==> src/rtl/ocp_master_pkg.sv <==
// Shared OCP encodings and width constants for the bridge-side OCP master.
package ocp_master_pkg;

    localparam int MADDR_WIDTH = 64;
    localparam int MDATA_WIDTH = 8;
    localparam int SDATA_WIDTH = 8;

    typedef enum logic [2:0] {
        MCMD_IDLE = 3'b000,
        MCMD_WR   = 3'b001,
        MCMD_RD   = 3'b010,
        MCMD_RDEX = 3'b011,
        MCMD_RDL  = 3'b100,
        MCMD_WRNP = 3'b101,
        MCMD_WRC  = 3'b110,
        MCMD_BCST = 3'b111
    } mcmd_e;

    typedef enum logic [1:0] {
        SRESP_NULL = 2'b00,
        SRESP_DVA  = 2'b01,
        SRESP_FAIL = 2'b10,
        SRESP_ERR  = 2'b11
    } sresp_e;

    typedef enum logic [1:0] {
        ST_IDLE  = 2'b00,
        ST_WRITE = 2'b01,
        ST_READ  = 2'b10
    } state_e;

endpackage

==> src/rtl/ocp_master.sv <==
// OCP 2.2 master: turns bridge single/burst requests into OCP request beats
// with SCmdAccept handshaking and captures DVA read responses.
module ocp_master
    import ocp_master_pkg::*;
#(
    parameter int MADDR_W = MADDR_WIDTH,
    parameter int MDATA_W = MDATA_WIDTH,
    parameter int SDATA_W = SDATA_WIDTH
) (
    input  logic               sys_clk,
    input  logic               reset,
    input  logic               EnableClk,
    output logic               Clk,
    input  logic [MADDR_W-1:0] address,
    input  logic [9:0]         burst_length,
    input  logic [2:0]         burst_seq,
    input  logic               read_request,
    input  logic               write_request,
    input  logic [MDATA_W-1:0] write_data,
    output logic [MDATA_W-1:0] read_data,
    input  logic               SCmdAccept,
    input  logic [SDATA_W-1:0] SData,
    input  logic [1:0]         SResp,
    output logic [2:0]         MCmd,
    output logic [MADDR_W-1:0] MAddr,
    output logic [MDATA_W-1:0] MData,
    output logic [9:0]         MBurstLength,
    output logic               MReqLast
);

    state_e             state_q;
    mcmd_e              mcmd_q;
    logic [MADDR_W-1:0] maddr_q;
    logic [MDATA_W-1:0] mdata_q;
    logic [9:0]         mburst_q;
    logic               mreqlast_q;
    logic [MDATA_W-1:0] rdata_q;
    logic [9:0]         count_q;
    logic [2:0]         burst_seq_q;
    logic [9:0]         beats_d;
    logic               unused_burst_seq;

    // A zero-length request still moves one beat.
    assign beats_d = (burst_length == 10'd0) ? 10'd1 : burst_length;

    // Only INCR bursts are supported; the sequence code is kept for visibility only.
    assign unused_burst_seq = ^burst_seq_q;

    assign Clk = sys_clk & EnableClk;

    always_ff @(posedge sys_clk) begin
        if (reset) begin
            state_q     <= ST_IDLE;
            mcmd_q      <= MCMD_IDLE;
            maddr_q     <= '0;
            mdata_q     <= '0;
            mburst_q    <= '0;
            mreqlast_q  <= 1'b0;
            rdata_q     <= '0;
            count_q     <= '0;
            burst_seq_q <= '0;
        end else if (EnableClk) begin
            if (SResp == SRESP_DVA) begin
                rdata_q <= SData;
            end
            case (state_q)
                ST_IDLE: begin
                    if (write_request || read_request) begin
                        state_q     <= write_request ? ST_WRITE : ST_READ;
                        mcmd_q      <= write_request ? MCMD_WR : MCMD_RD;
                        maddr_q     <= address;
                        mdata_q     <= write_request ? write_data : '0;
                        mburst_q    <= burst_length;
                        burst_seq_q <= burst_seq;
                        count_q     <= beats_d;
                        mreqlast_q  <= (beats_d == 10'd1);
                    end
                end
                default: begin
                    if (SCmdAccept) begin
                        count_q <= count_q - 10'd1;
                        if (count_q > 10'd1) begin
                            maddr_q    <= address;
                            mreqlast_q <= (count_q == 10'd2);
                            if (state_q == ST_WRITE) begin
                                mdata_q <= write_data;
                            end
                        end else begin
                            state_q    <= ST_IDLE;
                            mcmd_q     <= MCMD_IDLE;
                            mreqlast_q <= 1'b0;
                        end
                    end
                end
            endcase
        end
    end

    assign MCmd         = mcmd_q;
    assign MAddr        = maddr_q;
    assign MData        = mdata_q;
    assign MBurstLength = mburst_q;
    assign MReqLast     = mreqlast_q;
    assign read_data    = rdata_q;

endmodule

==> config.mk <==
export PLATFORM = sky130hd
export DESIGN_NAME = ocp_master
export DESIGN_NICKNAME = d
export VERILOG_FILES = /design/src/rtl/ocp_master_pkg.sv /design/src/rtl/ocp_master.sv
export SDC_FILE = /design/constraint.sdc
export NUM_CORES = 1
export LEC_CHECK = 0
export CORE_UTILIZATION = 57
export DETAILED_ROUTE_END_ITERATION = 6
export DONT_BUFFER_PORTS = 1
export PLACE_DENSITY = 0.75
export SLEW_MARGIN = 20
export SYNTH_ARGS = -nofsm -noshare
export SYNTH_HDL_FRONTEND = slang
export SYNTH_SLANG_ARGS = --single-unit
export TNS_END_PERCENT = 5
==> constraint.sdc <==
create_clock -name sys_clk -period 1.8 [get_ports sys_clk]
set_clock_uncertainty 0.1 [all_clocks]
set_input_delay 0.18 -clock sys_clk [delete_from_list [all_inputs] [get_ports sys_clk]]
set_output_delay 0.18 -clock sys_clk [all_outputs]
set_load 0.05 [all_outputs]
==> results of run 1 <==
[metrics by stage]
stage | utilization | TNS, ns | instances
after detailed placement | 0.620 | -9.61 | 589
after floorplan | - | -4.82 | 493
after global placement | 0.620 | -7.97 | 589
[cells by family after synthesis]
family          count (synthesis)  synth area share
simple gates                  217             0.261
flops                         103             0.435
mux                            81             0.171
compound gates                 50            0.0694
buf+inv                        38            0.0544
fa+ha+maj                       3           0.00792
other cells                     1          0.000791
[cell usage after synthesis (2+ instances only)]
cell	number	share of area
sky130_fd_sc_hd__dfxtp_1	103	0.43
sky130_fd_sc_hd__a21o_1	2	0.0032
sky130_fd_sc_hd__nand4_1	2	0.0026
sky130_fd_sc_hd__buf_2	2	0.0021
sky130_fd_sc_hd__mux2i_1	80	0.17
sky130_fd_sc_hd__or2_2	2	0.0026
sky130_fd_sc_hd__inv_1	3	0.0024
sky130_fd_sc_hd__nor3_1	3	0.0032
sky130_fd_sc_hd__nand3b_1	2	0.0032
sky130_fd_sc_hd__buf_12	6	0.025
sky130_fd_sc_hd__clkbuf_1	25	0.020
sky130_fd_sc_hd__a21oi_1	21	0.022
sky130_fd_sc_hd__nand2_1	35	0.028
sky130_fd_sc_hd__nand3_1	4	0.0042
sky130_fd_sc_hd__a211oi_1	4	0.0063
sky130_fd_sc_hd__o211a_1	2	0.0042
sky130_fd_sc_hd__nor2_1	18	0.014
sky130_fd_sc_hd__or4_1	4	0.0063
sky130_fd_sc_hd__a221oi_1	3	0.0055
sky130_fd_sc_hd__nand2b_1	138	0.18
sky130_fd_sc_hd__nor4_1	3	0.0040
sky130_fd_sc_hd__ha_1	3	0.0079
sky130_fd_sc_hd__o21ai_0	9	0.0095
==> results.cfg, run 1 <==
[placement]
place.port_buffers = 0
dp_hpwl_um = 7000
dp_worst_slack_ns = -0.156
placed_cell_area_mm2 = 0.00489
finalWeightedCongestion = 0.913

[synthesis]
post_synth_num_cell_types = 42
ys_warn_count = 0
synth.net_count = 597
share_of_synthesized_area_occupied_by_flip_flops_and_latches = 0.435
synth_edf_count = 0
syn_avg_cell_area_um2 = 9.62
postSynthCellCount = 493
synth_seq_cells = 103
post_synth_instance_area_mm2 = 0.00474
proportion_of_synthesized_flip_flops_having_asynchronous_set_or_reset = 0
synth_top_flop_cell = sky130_fd_sc_hd__dfxtp_1

[floorplanning]
start_util = 0.601
die_height_um = 93.2
io_pins = 196
die_width_um = 93.2
placement_rows = 32

[clock_tree]
cts_hold_buffers_added = 123
post_cts_resize_count = 8
cts_setup_buffers = 1

[outcome]
outcome = aborted with a tool error
toolErrorMsg = [ERROR RSZ-0060] Max buffer count reached.
stop_stage = clock tree synthesis (4_1_cts)
==> run 2: changes to the inputs <==
--- a/config.mk
+++ b/config.mk
@@ -5,10 +5,10 @@
 export SDC_FILE = /design/constraint.sdc
 export NUM_CORES = 1
 export LEC_CHECK = 0
-export CORE_UTILIZATION = 57
+export CORE_UTILIZATION = 40
 export DETAILED_ROUTE_END_ITERATION = 6
 export DONT_BUFFER_PORTS = 1
-export PLACE_DENSITY = 0.75
+export PLACE_DENSITY_LB_ADDON = 0.15
 export SLEW_MARGIN = 20
 export SYNTH_ARGS = -nofsm -noshare
 export SYNTH_HDL_FRONTEND = slang
==> constraint.sdc (replaced) <==
create_clock -name sys_clk -period 2.3 [get_ports sys_clk]
set_clock_uncertainty 0.1 [all_clocks]
set_input_delay 0.23 -clock sys_clk [delete_from_list [all_inputs] [get_ports sys_clk]]
set_output_delay 0.23 -clock sys_clk [all_outputs]
set_load 0.05 [all_outputs]
==> results.cfg, run 2 <==
[outcome]
outcome = finished, final reports clean

[critical_path]
worstSetupPathType = reg2reg
worst_setup_path_end_kind = register
timing.critical_path.fanout_max = 10
setup.reg_to_reg.worst_slack_ns = 0.06
critPathRequiredTime_ns = 2.54
worstRegToRegCells = 5
cp.arrival_ns = 2.47
rr_endpoint = count_q[1]
timing.critical_path.from_type = register
rr_startpoint = MCmd[1]

[floorplanning]
start_util = 0.414
floorplan.core_area_mm2 = 0.0115
die_width_um = 111
area_enclosed_by_the_die_boundary_mm2 = 0.0123
die_height_um = 111
placement_rows = 39
io_pins = 196

[global_routing]
wire_length_of_the_first_global_routing_pass_um = 19200
grt_start_max_net_pins = 164
grt_usage = 0.195
gr-total-overflow = 0
vias_in_the_first_global_route = 3785
grt_antenna_before_repair = 0

[hold_path]
min_delay_path_depth = 3
holdCritStartpoint = reset
hold_path_class = in2reg
min_to = MData[2]

[power]
internal_power_uw = 3420
max-vdd-ir-drop_uv = 492
power.share.sequential = 0.487
clockPowerShare = 0.363
switching_share = 0.327
cellPowerDensity_mw_per_mm2 = 826
comb_power_share = 0.150
leak_pwr_uw = 0.00244
totalPowerFinal_uw = 5080
switchingPower_uw = 1660

[sta]
worst_pin_slew_ns = 0.798
report.final.slew_viol_count = 0
post_layout_minimum_cycle_time_ns = 2.24
rsz0062_at_grt = yes
slew-limit-headroom = 0.463
setup-tns-final_ns = 0
finalSetupViolCount = 0
worst_hold_slack_after_final_layout_ns = 0.0142
max_freq_mhz = 447
final_min_period_over_clock_period = 0.972
timing_hold_violations_final = 0

[synthesis]
synth_common_cells = 138 x sky130_fd_sc_hd__nand2b_1, 103 x sky130_fd_sc_hd__dfxtp_1, 80 x sky130_fd_sc_hd__mux2i_1
synth_top_area_share = 0.435
synth_simple_gate_area_frac = 0.261
synth.net_count = 597
synthMuxAreaShare = 0.171
synth_top_flop_cell = sky130_fd_sc_hd__dfxtp_1
synth_edf_count = 0
synthTopCellsByArea = sky130_fd_sc_hd__dfxtp_1 43%, sky130_fd_sc_hd__nand2b_1 18%, sky130_fd_sc_hd__mux2i_1 17%
ys_warn_count = 0
synth_fa_ha_area_frac = 0.00792
synth_top_family_by_area = simple AND/OR/NAND/NOR gates
yosys.cell_count.top_type = sky130_fd_sc_hd__nand2b_1
post-synth-top-area-cell = sky130_fd_sc_hd__dfxtp_1
synth_seq_cells = 103
postSynthCellCount = 493
syn_avg_cell_area_um2 = 9.62
synth_compound_gate_area_share = 0.0694
post_synth_num_cell_types = 42
proportion_of_synthesized_flip_flops_having_asynchronous_set_or_reset = 0
synth_xor_xnor_area_share = 0
share_of_synthesized_area_occupied_by_flip_flops_and_latches = 0.435
post_synth_instance_area_mm2 = 0.00474

[cells_and_area]
num-fill-cells = 1025
final_common_cell = sky130_fd_sc_hd__nand2b_1
largest_reg_flops = 64
design.final.nets = 682
layout.cells.most_common_list = 138 x sky130_fd_sc_hd__nand2b_1, 101 x sky130_fd_sc_hd__dfxtp_1, 96 x sky130_fd_sc_hd__dlygate4sd3_1
layout-area-overhead-vs-synth_pct = 29.7
antenna_cells_inserted = 0
layout-drive-gt1-share = 0.0687
layoutNonFillerInstCount = 725

[placement]
place.port_buffers = 0
dp_hpwl_um = 7300
finalWeightedCongestion = 0.768
placed_cells_incl_taps = 610

[route]
routed_wire_length_per_instance_um = 16.4
drc = 0
avgViaCountPerCell = 5.21
finalWirelength_um = 11900
drt.antenna.violating_nets = 0
detailedRoute.firstPassIterationCount = 4
detail_route.iter0.violations = 176
route.vias.total = 3777

[clock_tree]
insertion_delay_ns = 0.45
clkSlewWorstSetupHoldPaths_ns = 0.07
cts_tree = built

[flow_run]
max_cap_viol_count = 0
[run 2: cell type report]
type | instances | area (µm²) | share of cell area
Tap cell | 143 | 179 | 0.0291
Multi-Input combinational cell | 352 | 2440 | 0.397
Sequential cell | 103 | 2060 | 0.336
Inverter | 3 | 11.3 | 0.00183
Timing Repair Buffer | 106 | 1080 | 0.176
Clock inverter | 5 | 58.8 | 0.00956
Clock buffer | 13 | 314 | 0.0510
[run 2: worst max path at each step]
stage | from | cells past startpoint | to
5_1_grt | MCmd[1] | 5 | count_q[1]
3_5_place_dp | count_q[4] | 5 | MAddr[45]
6_report | MCmd[1] | 5 | count_q[1]
2_1_floorplan | MCmd[1] | 5 | MData[0]
3_3_place_gp | count_q[4] | 5 | MAddr[10]
4_1_cts | MCmd[1] | 5 | count_q[1]
[run 2: stage by stage]
step                utilization  cell area [µm²]  setup WS [ns]
detailed placement        0.416             4770          0.212
global placement          0.416             4770          0.239
CTS                       0.535             6140         0.0190
global route              0.536             6150        -0.0351
floorplan                     -             4740          0.302
finish                    0.536             6150         0.0647
[run 2: layer usage]
metal	share of wire	wire, µm	GRT usage
met5	0	0	0
met4	0.026	306	0.107
met3	0.078	927	0.0645
met2	0.48	5700	0.321
met1	0.42	4950	0.221
[run 2: timing repair]
action	4_1_cts	5_1_grt
buffers inserted	0	0
endpoints found under the setup margin	0	3
endpoints found under the hold margin	103	0
hold buffers	97	0
gates resized for setup	0	6
[run 2: critical path, stage by stage (launching register included)]
cell	delay (ns)
sky130_fd_sc_hd__dfxtp_1	0.37
sky130_fd_sc_hd__or4_1	0.62
sky130_fd_sc_hd__o211a_2	0.25
sky130_fd_sc_hd__o211ai_1	0.12
sky130_fd_sc_hd__a21oi_1	0.08
sky130_fd_sc_hd__dlygate4sd3_1	0.57
[run 2: power by group through the flow]
| stage | Sequential, µW | Clock (µW) | Combinational, µW |
|---|---|---|---|
| final | 2470 | 1850 | 763 |
| after global routing | 2490 | 1970 | 837 |
| after CTS | 2470 | 1890 | 755 |
| after detailed placement | 2510 | 41.7 | 578 |
| after global placement | 2510 | 41.7 | 563 |
| after floorplan | 2480 | 41.7 | 538 |
[run 2: logic make-up (layout without fill, tap and decap cells)]
logic type	after synthesis	in the layout
buffers and inverters	38	127
adders and majority gates	3	3
AOI/OAI and AO/OA	50	50
muxes	81	81
DFF	103	103
and+or+nand+nor	217	217
other	1	1
Power figures use the tool's default switching activity.
